## src/rtl/pipe_register.sv

```systemverilog
// Elastic pipeline of DEPTH valid/ready stages with forward compaction into bubbles.
// Asynchronous active-low reset, synchronous clear; out_ready reaches in_ready combinationally.
module pipe_register #(
  parameter int               WIDTH     = 1,
  parameter int               DEPTH     = 2,
  parameter logic [WIDTH-1:0] RESET_VAL = '0
) (
  input  logic                       clk,
  input  logic                       rst,
  input  logic                       clear,
  input  logic                       in_valid,
  output logic                       in_ready,
  input  logic [WIDTH-1:0]           in_data,
  output logic                       out_valid,
  input  logic                       out_ready,
  output logic [WIDTH-1:0]           out_data,
  output logic [$clog2(DEPTH+1)-1:0] count
);

  localparam int CW = $clog2(DEPTH+1);

  logic [WIDTH-1:0] d_reg [DEPTH];
  logic [DEPTH-1:0] v_reg;
  logic [CW-1:0]    count_reg;

  logic [WIDTH-1:0] src_data [DEPTH];
  logic [DEPTH-1:0] src_valid;
  logic [DEPTH-1:0] can_load;
  logic [DEPTH-1:0] unload;
  // take[DEPTH] is the downstream transfer; it seeds the backward ready chain
  logic [DEPTH:0]   take;
  logic             in_xfer;
  logic             out_xfer;

  genvar gi;
  generate
    for (gi = 0; gi < DEPTH; gi++) begin : g_src
      if (gi == 0) begin : g_head
        assign src_valid[gi] = in_valid;
        assign src_data[gi]  = in_data;
      end else begin : g_body
        assign src_valid[gi] = v_reg[gi-1];
        assign src_data[gi]  = d_reg[gi-1];
      end
    end
  endgenerate

  always_comb begin
    can_load     = '0;
    unload       = '0;
    take         = '0;
    take[DEPTH]  = v_reg[DEPTH-1] & out_ready;
    for (int i = DEPTH-1; i >= 0; i--) begin
      unload[i]   = take[i+1];
      can_load[i] = ~v_reg[i] | unload[i];
      take[i]     = can_load[i] & src_valid[i];
    end
  end

  assign in_ready  = rst & ~clear & can_load[0];
  assign in_xfer   = in_valid & in_ready;
  assign out_xfer  = take[DEPTH];
  assign out_valid = v_reg[DEPTH-1];
  assign out_data  = d_reg[DEPTH-1];
  assign count     = count_reg;

  always_ff @(posedge clk or negedge rst) begin
    if (!rst) begin
      v_reg <= '0;
      for (int i = 0; i < DEPTH; i++) d_reg[i] <= RESET_VAL;
    end else if (clear) begin
      v_reg <= '0;
      for (int i = 0; i < DEPTH; i++) d_reg[i] <= RESET_VAL;
    end else begin
      for (int i = 0; i < DEPTH; i++) begin
        if (take[i]) begin
          d_reg[i] <= src_data[i];
          v_reg[i] <= 1'b1;
        end else if (unload[i]) begin
          v_reg[i] <= 1'b0;
        end
      end
    end
  end

  // Simultaneous in and out leave the occupancy unchanged
  always_ff @(posedge clk or negedge rst) begin
    if (!rst) begin
      count_reg <= '0;
    end else if (clear) begin
      count_reg <= '0;
    end else if (in_xfer && !out_xfer) begin
      count_reg <= count_reg + CW'(1);
    end else if (!in_xfer && out_xfer) begin
      count_reg <= count_reg - CW'(1);
    end
  end

endmodule

```

## config.mk

```make
export PLATFORM = sky130hd
export DESIGN_NAME = pipe_register
export DESIGN_NICKNAME = d
export VERILOG_FILES = /design/src/rtl/pipe_register.sv
export SDC_FILE = /design/constraint.sdc
export NUM_CORES = 1
export LEC_CHECK = 0
export ABC_AREA = 1
export CAP_MARGIN = 15
export CORE_AREA = 2 2 39 41
export DETAILED_ROUTE_END_ITERATION = 10
export DIE_AREA = 0 0 41 43
export DONT_BUFFER_PORTS = 1
export SLEW_MARGIN = 10
export SYNTH_ARGS = -nofsm -noshare
export SYNTH_HDL_FRONTEND = slang
export SYNTH_SLANG_ARGS = --single-unit
```

## constraint.sdc

```tcl
create_clock -name clk -period 1.2 [get_ports clk]
set_clock_uncertainty 0.1 [all_clocks]
set_input_delay 0.12 -clock clk [delete_from_list [all_inputs] [get_ports clk]]
set_output_delay 0.12 -clock clk [all_outputs]
set_load 0.1 [all_outputs]
```

== Yosys cells after proc, flatten, opt, wreduce, memory -nomap -nowiden ==
Cells that the tools add are included.
Cells by class
  $add $sub $neg: 2
  multiplexer cells: 11
  bitwise gates (word level): 11
  reduce and logical (&&, ||, !) cells: 9
Operators by type and width (number)
  $mux W2: 5
  $reduce_bool A3 Y1: 3
  $and A1 B1 Y1: 6
  $mux W1: 6
  $reduce_bool A2 Y1: 2
  $not A1 Y1: 3
  $add A2 B1 Y2 const B: 1
  $logic_and A1 B1 Y1: 2
  $logic_not A1 Y1: 2
  $or A1 B1 Y1: 2
  $sub A2 B1 Y2 const B: 1
Storage, ports and cells
  register bits: 6
  bits of input ports: 6
  output and inout bits: 5
  logic and storage cells: 38

== Logic depth before layout (Yosys ltp) ==
  depth after elaboration: 11
  depth in mapped cells: 8
  depth with buffers taken out: 8

== Worst setup path before layout ==
OpenSTA, ideal clock, no wires.
  path kind: reg2out
  start: register v_reg[1]
  end: output port in_ready
  arrival time: 1658 ps
  required time: 980 ps
  slack: -678 ps
  stages on the path, launching flop included: 4
  buffers on the path: 0
  path through: dfrtp_1 > nand3_2 > nand2_1 > inv_1
Between the ends
  cells in the longest elaborated chain, start to end: 5
  elaborated cells between the ends (all ways): 6
  those cells by class: bitwise: 6
Ends and longest elaborated chain
  from (decl): line 23  | logic [DEPTH-1:0] v_reg;
  from (signal assigned): line 69  | v_reg <= '0;
  from (signal assigned): line 72  | v_reg <= '0;
  from (signal, indexed assignment): line 78  | v_reg[i] <= 1'b1;
  $and A1 B1 Y1 / $not A1 Y1 (equally long branches): line 52, 55
  $or A1 B1 Y1 *: line 55  | can_load[i] = ~v_reg[i] | unload[i];
  $and A1 B1 Y1 *: line 56  | take[i] = can_load[i] & src_valid[i];
  $or A1 B1 Y1 *: line 55
  $and A1 B1 Y1 *: line 60  | assign in_ready = rst & ~clear & can_load[0];
  to (decl): line 12  | output logic in_ready,
Mark *: on every way between the ends. The rest lies on a longest branch, timed or not.

== Worst setup path after layout ==
Same ends and word-level chain as after synthesis.

==> flow_summary_export.csv <==
group,metric,value,unit
global_route,largest_net_degree_at_the_start_of_global_routing,7,
final_layout,share_of_layout_cells_above_drive_strength_1,34.9,%
yosys,ys_seq_area_share,44.4,%
sta,setup_viol,5,
final_layout,area_occupied_by_multi_input_gates,169,µm²
yosys,synth.net_count,52,
global_route,grt_pass1_wl,1210,µm
run,max_cap_viols,0,
detailed_routing,antenna_left,0,
final_layout,antenna_cells_inserted,0,
setup_path,arrival_time_worst_endpoint,1.11,ns
setup_path,critical_path.endpoint_type,"primary output",
power_and_ir_drop,power-per-cell-area,1360,mW/mm²
yosys,synthCells,46,
setup_path,cp-start-kind,"register",
clock_network,clock_root_buffer_master,"sky130_fd_sc_hd__clkbuf_4",
global_route,antenna_found_initial,0,
clock_network,clk_pin_slew,0.04,ns
clock_network,cts_max_path_buffers,2,
sta,max_clock_freq,0.751,GHz
setup_path,cp_data_required_time,0.98,ns
setup_path,worst-path-max-fanout,5,
sta,finalCritPeriodShare,111,%
clock_network,clock_latency,0.24,ns
clock_network,clock_tree.htree_level_count,1,
placement,io_buffers,0,
yosys,post_synth_num_cell_types,12,
floorplan,initial_util,24.4,%
yosys,yosys-top-cells-area,"sky130_fd_sc_hd__dfrtp_1 44%, sky130_fd_sc_hd__nand2_1 19%, sky130_fd_sc_hd__inv_1 10%",
sta,relSlewSlack,82.3,%
global_route,grt_use_met1,12.7,%
yosys,synth.top_cell.area_share,44.4,%
floorplan,floorplan.io_pins,11,
power_and_ir_drop,pnr_total_power,0.783,mW
floorplan,row_count,14,
power_and_ir_drop,leakagePower,0.279,nW
floorplan,fp.dieW,41,µm
power_and_ir_drop,ir_worst_vdd,0.789,mV
run_status,violated_checks,"negative setup slack",
final_layout,fin_cells,79,
yosys,synthesis.area,338,µm²
hold_path,holdCritPathClass,"input pin to register",
placement,gpl.final_weighted_congestion,0.683,
detailed_routing,detailroute.via_count,339,
floorplan,area_of_the_die,0.00176,mm²
sta,hold_viol,0,
detailed_routing,vias_per_cell,4.29,
final_layout,final_core_util,41.8,%
clock_network,number_of_buffers_created_by_cts,3,
detailed_routing,drt_pre_antenna_iters,4,
global_route,grt_util_met3,1.57,%
clock_network,tritoncts_clock_tree,"done",
setup_path,timing.setup.critical_path_class,"register to primary output",
sta,final_period_minus_worst_setup_slack,1.33,ns
final_layout,layout.filler_cells,134,
placement,numPlacedInstances,70,
detailed_routing,total_wirelength_of_the_detailed_routed_design,741,µm
run_status,status,"finished with violations",
sta,timing_worst_slew_pin_value,0.264,ns
placement,dp_hpwl,556,µm
sta,holdWs,0.0486,ns
yosys,ys_seq_elements,6,
detailed_routing,post-route-drc-count,0,
sta,slew_violations,0,
placement,post_dp_cell_area,467,µm²
floorplan,placeableCoreArea,0.00138,mm²
global_route,grt_util_all_layers,10.6,%
detailed_routing,routedWlPerCell,9.38,µm
sta,setup_repair_after_global_routing_missed_its_margin,"yes",
final_layout,fin_nets,71,
sta,layout_setup_ws,-0.132,ns
final_layout,seqCellArea,160,µm²
yosys,total_of_warnings_raised_by_yosys,0,
yosys,post_synth.cell_area_avg,7.34,µm²
global_route,grt_busiest_layer,"met2",
final_layout,layout-area-overhead-vs-synth,71.1,%
yosys,synth_largest_area_cell,"sky130_fd_sc_hd__dfrtp_1",
final_layout,fin_area,578,µm²
global_route,grt_pass1_vias,330,
global_route,global_route.usage.met2,15.9,%
floorplan,die_h,43,µm
detailed_routing,drt_iter0_markers,12,
global_route,globalRouteOverflowTotal,0,
clock_network,cts_num_sinks,6,
==> cell families (layout without fill, tap and decap cells) <==
group           after synthesis  count (layout)  share of synthesized area [%]
xor+xnor                      1               1                           2.59
buf+inv                       9              26                           10.0
flops                         6               6                           44.4
simple gates                 23              23                           31.5
compound gates                7               7                           11.5
==> layout make-up <==
| class | count | share of cell area, % |
|---|---|---|
| Tap cell | 16 | 3.46 |
| Clock buffer | 3 | 3.90 |
| Timing Repair Buffer | 14 | 29.2 |
| Multi-Input combinational cell | 31 | 29.2 |
| Inverter | 9 | 6.49 |
| Sequential cell | 6 | 27.7 |
==> critical path, cell delays in order (launching register included) <==
cell and delay [ns]:
sky130_fd_sc_hd__dfrtp_4 0.49, sky130_fd_sc_hd__nand3_4 0.10, sky130_fd_sc_hd__nand2_4 0.06, sky130_fd_sc_hd__clkinvlp_4 0.07, sky130_fd_sc_hd__buf_12 0.16
==> report_power, final <==
| part | leakage (nW) | switching, mW | internal (mW) | total (mW) |
|---|---|---|---|---|
| logic | 0.193 | 0.233 | 0.124 | 0.356 |
| clock network | 0.0138 | 0.0635 | 0.113 | 0.176 |
| registers | 0.0726 | 0.0196 | 0.232 | 0.251 |
| total | 0.279 | 0.316 | 0.468 | 0.783 |
==> metal layers <==
layer	vias to the layer above	routed length (µm)	part of all wire (%)
met2	4	392	53
met4	0	0	0
met5	-	0	0
met3	0	22	3.0
li1	178	-	-
met1	157	325	44
==> stage by stage <==
stage,setup slack (ns),setup TNS [ns]
floorplan,-0.251,-0.614
global placement,-0.0440,-0.0849
detailed placement,-0.0584,-0.113
CTS,-0.143,-0.308
global route,-0.189,-0.570
finish,-0.132,-0.293
==> cell usage in the layout, fill, tap and decap left out, drive strengths merged <==
| cell type | instances |
|---|---|
| a21oi | 5 |
| buf | 10 |
| clkbuf | 3 |
| clkinvlp | 1 |
| dfrtp | 6 |
| dlygate4sd3 | 4 |
| inv | 8 |
| nand2 | 17 |
| nand3 | 2 |
| nand4 | 2 |
| nor2 | 2 |
| o21ai | 2 |
| xor2 | 1 |
==> synth_stat cells, drive strengths merged <==
master / number
nand4: 2
nand2: 17
nand3: 2
o21ai: 2
inv: 9
xor2: 1
nor2: 2
a21oi: 5
dfrtp: 6
==> repair_timing <==
| item | in CTS | in global routing |
|---|---|---|
| hold buffers | 4 | 0 |
| endpoints found under the hold margin | 12 | 0 |
| pin swaps | 3 | 0 |
| endpoints found under the setup margin | 5 | 6 |
| gates resized for setup | 9 | 0 |
| buffers inserted | 2 | 0 |
==> final timing paths <==
kind	startpoint	endpoint	slack, ns	depth (start not counted)
min	out_ready	v_reg[1]$_DFFE_PN0P_	0.05	3
min reg2reg	count[1]$_DFFE_PN0P_	count[1]$_DFFE_PN0P_	0.42	2
max	v_reg[1]$_DFFE_PN0P_	in_ready	-0.13	4
max reg2reg	v_reg[1]$_DFFE_PN0P_	count[0]$_DFFE_PN0P_	-0.05	6
max in group asynchronous	rst	v_reg[1]$_DFFE_PN0P_	0.67	1
min in group asynchronous	rst	count[0]$_DFFE_PN0P_	0.09	1
No activity file was read; power rests on OpenSTA's default activity.
